File: src/rtl/spi_master_if.sv
// Bus bundle between the SPI master and its user/slave side: frame handshake plus the
// four SPI wires.
interface spi_master_if #(
   parameter int unsigned WIDTH = 40
) ();
   logic             start;
   logic [WIDTH-1:0] d;
   logic             miso;
   logic             sck;
   logic             mosi;
   logic             ss_n;
   logic             busy;
   logic             done;
   logic [WIDTH-1:0] q;

   modport master (
      input  start, d, miso,
      output sck, mosi, ss_n, busy, done, q
   );

   modport slave (
      output start, d, miso,
      input  sck, mosi, ss_n, busy, done, q
   );
endinterface

File: src/rtl/spi_master.sv
// Mode-0 SPI master: one WIDTH-bit full-duplex frame per accepted start, MSB first,
// sck half-period of DIV clk cycles, all outputs registered.
module spi_master #(
   parameter int unsigned WIDTH = 40,
   parameter int unsigned DIV   = 4
) (
   input logic          clk,
   input logic          reset,
   spi_master_if.master bus
);
   localparam int unsigned CW = (DIV > 1) ? $clog2(DIV) : 1;
   localparam int unsigned BW = (WIDTH > 1) ? $clog2(WIDTH) : 1;
   localparam logic [CW-1:0] DivLast = CW'(DIV - 1);
   localparam logic [BW-1:0] BitLast = BW'(WIDTH - 1);

   typedef enum logic [2:0] {StIdle, StSetup, StHigh, StLow, StHold} state_e;

   state_e           state_q, state_d;
   logic [CW-1:0]    div_q, div_d;
   logic [BW-1:0]    bit_q, bit_d;
   logic [WIDTH-1:0] tx_q, tx_d;
   logic [WIDTH-1:0] rx_q, rx_d;
   logic [WIDTH-1:0] q_q, q_d;
   logic             sck_q, sck_d;
   logic             mosi_q, mosi_d;
   logic             ss_n_q, ss_n_d;
   logic             busy_q, busy_d;
   logic             done_q, done_d;
   logic             miso_meta_q, miso_sync_q;
   logic             div_end;
   logic [WIDTH-1:0] rx_shift;

   assign div_end  = (div_q == DivLast);
   assign rx_shift = {rx_q[WIDTH-2:0], miso_sync_q};

   always_ff @(posedge clk or posedge reset) begin
      if (reset) begin
         state_q     <= StIdle;
         div_q       <= '0;
         bit_q       <= '0;
         tx_q        <= '0;
         rx_q        <= '0;
         q_q         <= '0;
         sck_q       <= 1'b0;
         mosi_q      <= 1'b0;
         ss_n_q      <= 1'b1;
         busy_q      <= 1'b0;
         done_q      <= 1'b0;
         miso_meta_q <= 1'b0;
         miso_sync_q <= 1'b0;
      end else begin
         state_q     <= state_d;
         div_q       <= div_d;
         bit_q       <= bit_d;
         tx_q        <= tx_d;
         rx_q        <= rx_d;
         q_q         <= q_d;
         sck_q       <= sck_d;
         mosi_q      <= mosi_d;
         ss_n_q      <= ss_n_d;
         busy_q      <= busy_d;
         done_q      <= done_d;
         miso_meta_q <= bus.miso;
         miso_sync_q <= miso_meta_q;
      end
   end

   always_comb begin
      state_d = state_q;
      div_d   = div_q + CW'(1);
      bit_d   = bit_q;
      tx_d    = tx_q;
      rx_d    = rx_q;
      q_d     = q_q;
      sck_d   = sck_q;
      mosi_d  = mosi_q;
      ss_n_d  = ss_n_q;
      busy_d  = busy_q;
      done_d  = 1'b0;
      unique case (state_q)
         StIdle: begin
            div_d = '0;
            if (bus.start) begin
               tx_d    = bus.d;
               mosi_d  = bus.d[WIDTH-1];
               ss_n_d  = 1'b0;
               busy_d  = 1'b1;
               bit_d   = '0;
               state_d = StSetup;
            end
         end
         // Both phases end with a rising sck edge, where the slave's bit is captured.
         StSetup, StLow: begin
            if (div_end) begin
               div_d   = '0;
               sck_d   = 1'b1;
               rx_d    = rx_shift;
               state_d = StHigh;
            end
         end
         StHigh: begin
            if (div_end) begin
               div_d = '0;
               sck_d = 1'b0;
               if (bit_q == BitLast) begin
                  state_d = StHold;
               end else begin
                  tx_d    = {tx_q[WIDTH-2:0], 1'b0};
                  mosi_d  = tx_q[WIDTH-2];
                  bit_d   = bit_q + BW'(1);
                  state_d = StLow;
               end
            end
         end
         StHold: begin
            if (div_end) begin
               div_d   = '0;
               ss_n_d  = 1'b1;
               busy_d  = 1'b0;
               q_d     = rx_q;
               done_d  = 1'b1;
               state_d = StIdle;
            end
         end
         default: state_d = StIdle;
      endcase
   end

   assign bus.sck  = sck_q;
   assign bus.mosi = mosi_q;
   assign bus.ss_n = ss_n_q;
   assign bus.busy = busy_q;
   assign bus.done = done_q;
   assign bus.q    = q_q;
endmodule

File: src/flat_wrapper.sv
// flat-port wrapper written by rule: the top's interface ports become plain ports
module spi_master_flat 
#(
   parameter int unsigned WIDTH = 40,
   parameter int unsigned DIV   = 4
)
  (clk, reset, bus_start, bus_d, bus_miso, bus_sck, bus_mosi, bus_ss_n, bus_busy, bus_done, bus_q);
  spi_master_if #(.WIDTH(WIDTH)) bus_i ();
  input logic clk;
  input logic reset;
  input wire logic [$bits(bus_i.start)-1:0] bus_start;
  input wire logic [$bits(bus_i.d)-1:0] bus_d;
  input wire logic [$bits(bus_i.miso)-1:0] bus_miso;
  output wire logic [$bits(bus_i.sck)-1:0] bus_sck;
  output wire logic [$bits(bus_i.mosi)-1:0] bus_mosi;
  output wire logic [$bits(bus_i.ss_n)-1:0] bus_ss_n;
  output wire logic [$bits(bus_i.busy)-1:0] bus_busy;
  output wire logic [$bits(bus_i.done)-1:0] bus_done;
  output wire logic [$bits(bus_i.q)-1:0] bus_q;
  assign bus_i.start = bus_start;
  assign bus_i.d = bus_d;
  assign bus_i.miso = bus_miso;
  assign bus_sck = bus_i.sck;
  assign bus_mosi = bus_i.mosi;
  assign bus_ss_n = bus_i.ss_n;
  assign bus_busy = bus_i.busy;
  assign bus_done = bus_i.done;
  assign bus_q = bus_i.q;
  spi_master #(.WIDTH(WIDTH), .DIV(DIV)) u_core (.clk(clk), .reset(reset), .bus(bus_i));
endmodule
File: config.mk
export PLATFORM = sky130hd
export DESIGN_NAME = spi_master_flat
export DESIGN_NICKNAME = d
export VERILOG_FILES = /design/src/rtl/spi_master_if.sv /design/src/rtl/spi_master.sv /design/src/flat_wrapper.sv
export SDC_FILE = /design/constraint.sdc
export NUM_CORES = 1
export LEC_CHECK = 0
export CORE_ASPECT_RATIO = 1.1
export CORE_MARGIN = 5
export CORE_UTILIZATION = 35
export CTS_BUF_LIST = sky130_fd_sc_hd__clkbuf_4
export DETAILED_ROUTE_END_ITERATION = 10
export PLACE_DENSITY = 0.53
export SLEW_MARGIN = 20
export SYNTH_ARGS = -nofsm -noshare
export SYNTH_HDL_FRONTEND = slang
export SYNTH_SLANG_ARGS = --single-unit
File: constraint.sdc
create_clock -name clk -period 13.95 [get_ports clk]
set_input_delay 4.185 -clock clk [delete_from_list [all_inputs] [get_ports clk]]
set_output_delay 4.185 -clock clk [all_outputs]
set_load 0.02 [all_outputs]
Word-level counts from Yosys, hierarchy flattened

Index checks and enable logic that the tools add are counted.

Flip-flop bits (word level): 137
Memories kept: 0
Bits in latches: 0
Word-level logic and storage cells: 67
Input port bits: 44
Memory bits (read-only): 0
Bits in writable memories: 0

Add/sub/neg operators: 2
$mul: 0
Equality and inequality tests: 11
Bitwise operators: 0
Shifts and indexed selects: 0
Muxes and demuxes: 29
Reduce and logical (&&, ||, !) cells: 12
Divide/modulo/power cells: 0
Magnitude comparators: 0

Operator list:

| cell                                                   | count |
|---|---|
| two-way mux 39 bit                                     | 3 |
| case mux 39 bit (2 select lines)                       | 1 |
| two-way mux 6 bit                                      | 3 |
| two-way mux 3 bit                                      | 5 |
| case mux 3 bit (4 select lines)                        | 1 |
| case mux 6 bit (2 select lines)                        | 1 |
| two-way mux 1 bit                                      | 9 |
| case mux 1 bit (2 select lines)                        | 4 |
| AND reduction 4 bit                                    | 2 |
| adder 6 x 1 -> 6 bit (second input constant)           | 1 |
| == test 3 x 2 -> 1 bit (second input constant)         | 2 |
| == test 6 bit (second input constant)                  | 1 |
| inequality test 2 x 1 -> 1 bit (second input constant) | 3 |
| AND reduction 3 bit                                    | 2 |
| nonzero test 2 bit                                     | 3 |
| inequality test 2 bit (second input constant)          | 2 |
| case mux 2 bit (2 select lines)                        | 1 |
| AND reduction 2 bit                                    | 2 |
| OR reduction 4 bit                                     | 1 |
| == test 3 x 1 -> 1 bit (second input constant)         | 1 |
| == test 3 bit (second input constant)                  | 1 |
| zero test 3 bit                                        | 1 |
| adder 2 x 1 -> 2 bit (second input constant)           | 1 |
| == test 2 bit (second input constant)                  | 1 |
| 2 further kinds                                        | 2 |

Depth between registers and ports, before layout

Gate-level depths: netlist of run 1.

Depth after elaboration: 4
Gate-level depth with buffers: 6

Worst setup path after synthesis of run 1

No wires, ideal clock.

Path type: input to register
From: in bus_start
To: reg u_core.tx_q[10]
Path slack: 8,476 ps
Arrival: 5,349 ps
Stages: 4
Buffers on the path: 1
Cell sequence: mux2i_1 -> a311oi_4 -> buf_6 -> mux2_4

Longest elaborated chain between the ends: 2

Ends and longest elaborated chain:

| element                         | line               | RTL |
|---|---|---|
| from (decl)                     | flat_wrapper.sv:11 | `input wire logic [$bits(bus_i.start)-1:0] bus_start;` |
| inequality test 2 bit (no line) | -                  |  |
| AND reduction 4 bit (no line)   | -                  |  |
| to (signal assigned)            | spi_master.sv:55   | `tx_q <= tx_d;` |
| to (decl)                       | spi_master.sv:21   | `logic [WIDTH-1:0] tx_q, tx_d;` |

Every way passes these cells.
A chain may end at the register's enable or synchronous reset.

Worst setup path after layout of run 1

From: reg u_core.ss_n_q (netlist: u_core.bus.ss_n)
To: out bus_ss_n

RTL lines:

| element                | line               | RTL |
|---|---|---|
| from (decl)            | spi_master.sv:26   | `logic ss_n_q, ss_n_d;` |
| from (signal assigned) | spi_master.sv:60   | `ss_n_q <= ss_n_d;` |
| to (decl)              | flat_wrapper.sv:16 | `output wire logic [$bits(bus_i.ss_n)-1:0] bus_ss_n;` |

No word-level cell between the ends.

==> results.json, run 1 <==
{
  "outcome": "finished clean",
  "leakage_uw": 0.00329,
  "grt_pass1_vias": 3655,
  "wl_per_cell_um": 15.0,
  "synthArstFlopShare": 1.00,
  "wl_met1_um": 4730,
  "cp_max_fo": 3,
  "fin_tns_setup_ps": 0,
  "grt_max_degree": 72,
  "placed_cell_area_mm2": 0.00691,
  "crit_path_top_delay_cell": "clkdlybuf4s50_1",
  "worstPathArrival_ps": 1670,
  "coreArea_mm2": 0.0164,
  "start_kind": "flip-flop",
  "ys_seq_area_frac": 0.584,
  "worstPathRequired_ps": 9760,
  "finClkSkew_ps": 13.6,
  "crit_family": "buffers and inverters",
  "crit_path_end_kind": "output port",
  "synthAdderAreaFrac": 0.00597,
  "p_total_uw": 703,
  "setup_viol": 0,
  "placementRows": 49,
  "start_util": 0.357,
  "fin_nets": 514,
  "final.min_clock_period_ps": 5860,
  "hold_class": "flip-flop to flip-flop",
  "synth-main-ff-cell": "dfrtp_1",
  "die_area_mm2": 0.0195,
  "fin_crit_sh": 0.420,
  "first_iter_violations": 150,
  "dpl.hpwl_um": 6650,
  "die_width_um": 133,
  "cts_setup_buffers": 0,
  "cts-root-buf": "clkbuf_4",
  "highest_layer": "met4",
  "synth_xor_area_frac": 0,
  "syn_nets": 424,
  "synth_top_family_by_area": "multiplexers",
  "finalWirelength_um": 10300,
  "synth_compound_area_frac": 0.0288,
  "io_pins": 89,
  "grt_pass1_wl_um": 17900,
  "layout-drive-gt1-share": 0.403,
  "dr_wl_met3_um": 655,
  "slowest_delay_ps": 600,
  "tightest_slew_ps": 973,
  "die_h_um": 146,
  "vias": 3294,
  "power_density_mw_per_mm2": 97.6,
  "yosys_register_bits": 137,
  "netlist-cell-type-count": 38,
  "syn_avg_cell_area_um2": 15.5,
  "rsz0062_at_grt": "no",
  "wl_met2_um": 4730,
  "layout_common_cells": "dfrtp_1, mux2_2, clkdlybuf4s50_1",
  "dr.pass1.iters": 5,
  "max_freq_ghz": 0.171,
  "cap_violations": 0,
  "irDropWorstVdd_mv": 0.0465,
  "whs_ps": 362,
  "diodes": 0,
  "gp_congestion": 0.760,
  "syn_inst": 378,
  "synth-simple-area-share": 0.0241,
  "relSlewSlack": 0.349,
  "yosys_warnings": 0,
  "htreeDepth": 4,
  "clock-sinks": 137,
  "clockBufferDepth": 2,
  "grt_util_all_layers": 0.114,
  "final_common_cell": "dfrtp_1",
  "fill_cells": 1510,
  "clk_latency_ps": 530,
  "cts_hold_buf": 0,
  "area_growth_syn_to_layout_pct": 22.6,
  "cts_resized": 0,
  "ant_nets": 0,
  "synth-edff-count": 0,
  "cts_tree": "built",
  "grt_antenna_before_repair": 0,
  "crit_chain": "clkdlybuf4s50_1",
  "synth_area_mm2": 0.00587,
  "path_clk_slew_ps": 110,
  "grt_remaining_overflow": 0,
  "synthMuxAreaShare": 0.329,
  "path_buf_inv": 1,
  "vias_per_cell": 4.81,
  "slew_viol_final": 0,
  "stdcell_area_mm2": 0.00720,
  "cts_buffers": 17,
  "hold_viol_final": 0,
  "numPortBuffers": 88,
  "drc": 0,
  "critical_path_class": "flip-flop to output port"
}
cell families (layout without fill, tap and decap cells):
logic type | count (synthesis) | after routing
mux | 162 | 162
fa+ha+maj | 3 | 3
buf+inv | 29 | 132
compound gates | 22 | 22
simple gates | 25 | 25
flops | 137 | 137
per-layer routing:
layer  global-route usage  up-vias
met1                0.143     1664
met4               0.0417        0
li1                     -     1532
met3               0.0484       16
met5                    0        -
met2                0.177       82
cell usage after synthesis (all sizes together) (3+ instances only):
| library cell | n | area share |
|---|---|---|
| mux2 | 159 | 0.32 |
| inv | 9 | 0.0058 |
| o211ai | 3 | 0.0038 |
| buf | 18 | 0.021 |
| a21oi | 7 | 0.0060 |
| nand2 | 7 | 0.0045 |
| dfrtp | 136 | 0.58 |
| mux2i | 3 | 0.0051 |
power by group:
part	total, uW	switching [uW]	internal [uW]	leakage [uW]
clock network	262	141	121	0.000151
logic	34.1	12.5	21.6	0.00131
registers	407	3.43	403	0.00183
final cells by class:
class | instances | area, um2 | share of cell area
tap | 204 | 255 | 0.0355
clock buffer | 17 | 128 | 0.0177
multi-input combinational | 212 | 2290 | 0.318
inverter | 9 | 38.8 | 0.00539
timing repair buffer | 91 | 903 | 0.125
sequential | 137 | 3430 | 0.476
clock inverter | 15 | 158 | 0.0219
worst reg2reg max path, stage by stage, from the launching register on:
cell and delay [ps]:
dfrtp_1 430, ha_1 250, and2_1 240, a311oi_4 270, buf_4 630, mux2_2 440
per-stage QoR:
step                      cells  worst slack (ps)  utilization
after floorplan             378              6100            -
after global placement      653              7650        0.421
after detailed placement    653              7630        0.421
after CTS                   685              8010        0.438
after global routing        685              7990        0.438
final                       685              8090        0.438
path summary, 6_finish.rpt:
| path | cells after the start | slack [ps] | startpoint | end |
|---|---|---|---|---|
| setup / recovery | 1 | 8090 | u_core.bus.ss_n$_DFFE_PP1P_ | bus_ss_n |
| hold / removal | 0 | 360 | u_core.miso_meta_q$_DFF_PP0_ | u_core.miso_sync_q$_DFF_PP0_ |
| setup reg to reg | 5 | 11580 | u_core.bit_q[0]$_DFFE_PP0P_ | u_core.tx_q[35]$_DFFE_PP0P_ |
| hold reg to reg | 0 | 360 | u_core.miso_meta_q$_DFF_PP0_ | u_core.miso_sync_q$_DFF_PP0_ |
| max in group asynchronous | 3 | 8490 | reset | u_core.bus.q[9]$_DFFE_PP0P_ |
| min in group asynchronous | 2 | 4110 | reset | u_core.tx_q[21]$_DFFE_PP0P_ |
sequential cells by signal, indices dropped and copies added (netlist names):
signal              cells
u_core.bit_q            6
u_core.bus.busy         1
u_core.bus.done         1
u_core.bus.mosi         1
u_core.bus.q           40
u_core.bus.sck          1
u_core.bus.ss_n         1
u_core.div_q            2
u_core.miso_meta_q      1
u_core.miso_sync_q      1
u_core.rx_q            40
u_core.state_q          3
u_core.tx_q            39
Note: power is estimated with default switching activity, not from simulation.
==> run 2, diff against run 1 <==
Clock period 13.95 ns to 5.7 ns, I/O delays scaled along.
==> run 2 against run 1 <==
  * First-iteration DRC count decreased by 15%
  * Critical endpoint unchanged
  * Highest routed layer unchanged
  * Clock-buffer cell count increased by 3
  * Critical path type unchanged
  * Via count decreased by 1.2%
==> results.json, run 2 (synthesized netlist as in run 1, its figures left out) <==
{
  "path_buf_inv": 1,
  "final_common_cell": "dfrtp_1",
  "grt_antenna_before_repair": 0,
  "clockBufferDepth": 2,
  "pwr-share-seq": 0.610,
  "relSlewSlack": 0.348,
  "regArea_mm2": 0.00343,
  "dr.pass1.iters": 4,
  "path_clk_slew_ps": 110,
  "switching_share": 0.227,
  "slew_viol_final": 0,
  "cts_buffers": 17,
  "cts_resized": 0,
  "p_int_uw": 1260,
  "slowest_delay_ps": 600,
  "wl_per_cell_um": 15.0,
  "dr_wl_met3_um": 619,
  "multi_input_area_mm2": 0.00229,
  "finalWirelength_um": 10300,
  "fin_tns_setup_ps": 0,
  "die_h_um": 146,
  "die_width_um": 133,
  "crit_path_top_delay_cell": "clkdlybuf4s50_1",
  "cts_setup_buffers": 0,
  "tightest_slew_ps": 974,
  "dpl.hpwl_um": 6500,
  "layout-drive-gt1-share": 0.402,
  "power_density_mw_per_mm2": 228,
  "start_kind": "flip-flop",
  "coreArea_mm2": 0.0164,
  "cts_hold_buf": 0,
  "placed_cell_area_mm2": 0.00691,
  "hold_class": "flip-flop to flip-flop",
  "wl_met1_um": 4750,
  "cts-root-buf": "clkbuf_4",
  "rsz0062_at_grt": "no",
  "cts_tree": "built",
  "drc": 0,
  "cap_violations": 0,
  "outcome": "finished clean",
  "leakage_uw": 0.00327,
  "grt_util_all_layers": 0.111,
  "gp_congestion": 0.768,
  "first_iter_violations": 128,
  "comb_power_share": 0.051,
  "clk_latency_ps": 520,
  "diodes": 0,
  "placementRows": 49,
  "grt_pass1_vias": 3529,
  "grt_pass1_wl_um": 17700,
  "crit_path_end_kind": "output port",
  "hold_viol_final": 0,
  "die_area_mm2": 0.0195,
  "irDropWorstVdd_mv": 0.0934,
  "stdcell_area_mm2": 0.00715,
  "crit_chain": "clkdlybuf4s50_1",
  "htreeDepth": 4,
  "cp_max_fo": 3,
  "worstPathRequired_ps": 3990,
  "fin_nets": 514,
  "max_freq_ghz": 0.296,
  "layout_common_cells": "dfrtp_1, mux2_2, clkdlybuf4s50_1",
  "setup_viol": 0,
  "finClkSkew_ps": 14.0,
  "area_growth_syn_to_layout_pct": 21.8,
  "power.switching_uw": 370,
  "grt_remaining_overflow": 0,
  "io_pins": 89,
  "clock_power_share": 0.339,
  "crit_family": "buffers and inverters",
  "numPortBuffers": 88,
  "ant_nets": 0,
  "wl_met2_um": 4700,
  "start_util": 0.357,
  "vias": 3256,
  "critical_path_class": "flip-flop to output port",
  "fin_crit_sh": 0.593,
  "worstPathArrival_ps": 1670,
  "clock-sinks": 137,
  "final.min_clock_period_ps": 3380,
  "grt_max_degree": 123,
  "highest_layer": "met4",
  "vias_per_cell": 4.76,
  "fill_cells": 1510
}
## run 2: cell count changes in the layout (fill, tap and decap cells not counted), sizes merged
cell | before | now
clkbuf | 17 | 20
bufinv | 3 | 1
clkinv | 9 | 7
clkinvlp | 2 | 3
inv | 10 | 9
## run 2: power by group through the flow
stage                     registers (uW)  clock network (uW)  logic [uW]
after floorplan                     1010                   0        45.3
after global placement              1010                   0        84.6
after detailed placement            1010                   0        86.2
after CTS                            995                 589        86.5
after global routing                 997                 623        92.6
final                                995                 552        83.4
## run 2: layout make-up
type,instances,area share
Clock inverter,11,0.0116
Inverter,9,0.00578
Tap cell,204,0.0357
Multi-Input combinational cell,212,0.320
Sequential cell,137,0.480
Timing Repair Buffer,91,0.126
Clock buffer,20,0.0210
## run 2: routing by layer
layer | vias to the layer above | global-route usage
met5 | - | 0
met4 | 0 | 0.0489
met3 | 15 | 0.0398
met2 | 83 | 0.170
met1 | 1633 | 0.141
li1 | 1525 | -
## run 2: worst reg2reg max path, delay by kind of cell, from the launching register on
family                   cells  cell delay, ps
AND/OR/NAND/NOR              1             240
flip-flops                   1             440
buffers and inverters        1             620
AO/OA/AOI/OAI                1             270
adder cells (fa/ha/maj)      1             250
multiplexers                 1             470
## run 2: final timing paths
kind,startpoint,endpoint,slack (ps),depth (start not counted)
max,u_core.bus.ss_n$_DFFE_PP1P_,bus_ss_n,2320,1
min,u_core.miso_meta_q$_DFF_PP0_,u_core.miso_sync_q$_DFF_PP0_,360,0
max reg2reg,u_core.bit_q[0]$_DFFE_PP0P_,u_core.tx_q[34]$_DFFE_PP0P_,3300,5
min reg2reg,u_core.miso_meta_q$_DFF_PP0_,u_core.miso_sync_q$_DFF_PP0_,360,0
max in group asynchronous,reset,u_core.tx_q[38]$_DFFE_PP0P_,3130,3
min in group asynchronous,reset,u_core.tx_q[26]$_DFFE_PP0P_,1740,2
## run 2: through the flow
stage	setup WS, ps	std cells	utilization	total power (uW)	hold slack, ps
3_5_place_dp	1820	653	0.421	1100	336
5_1_grt	2250	684	0.435	1710	384
2_1_floorplan	324	378	-	1060	331
6_report	2320	684	0.435	1630	360
3_3_place_gp	1880	653	0.421	1100	337
4_1_cts	2250	684	0.435	1670	362
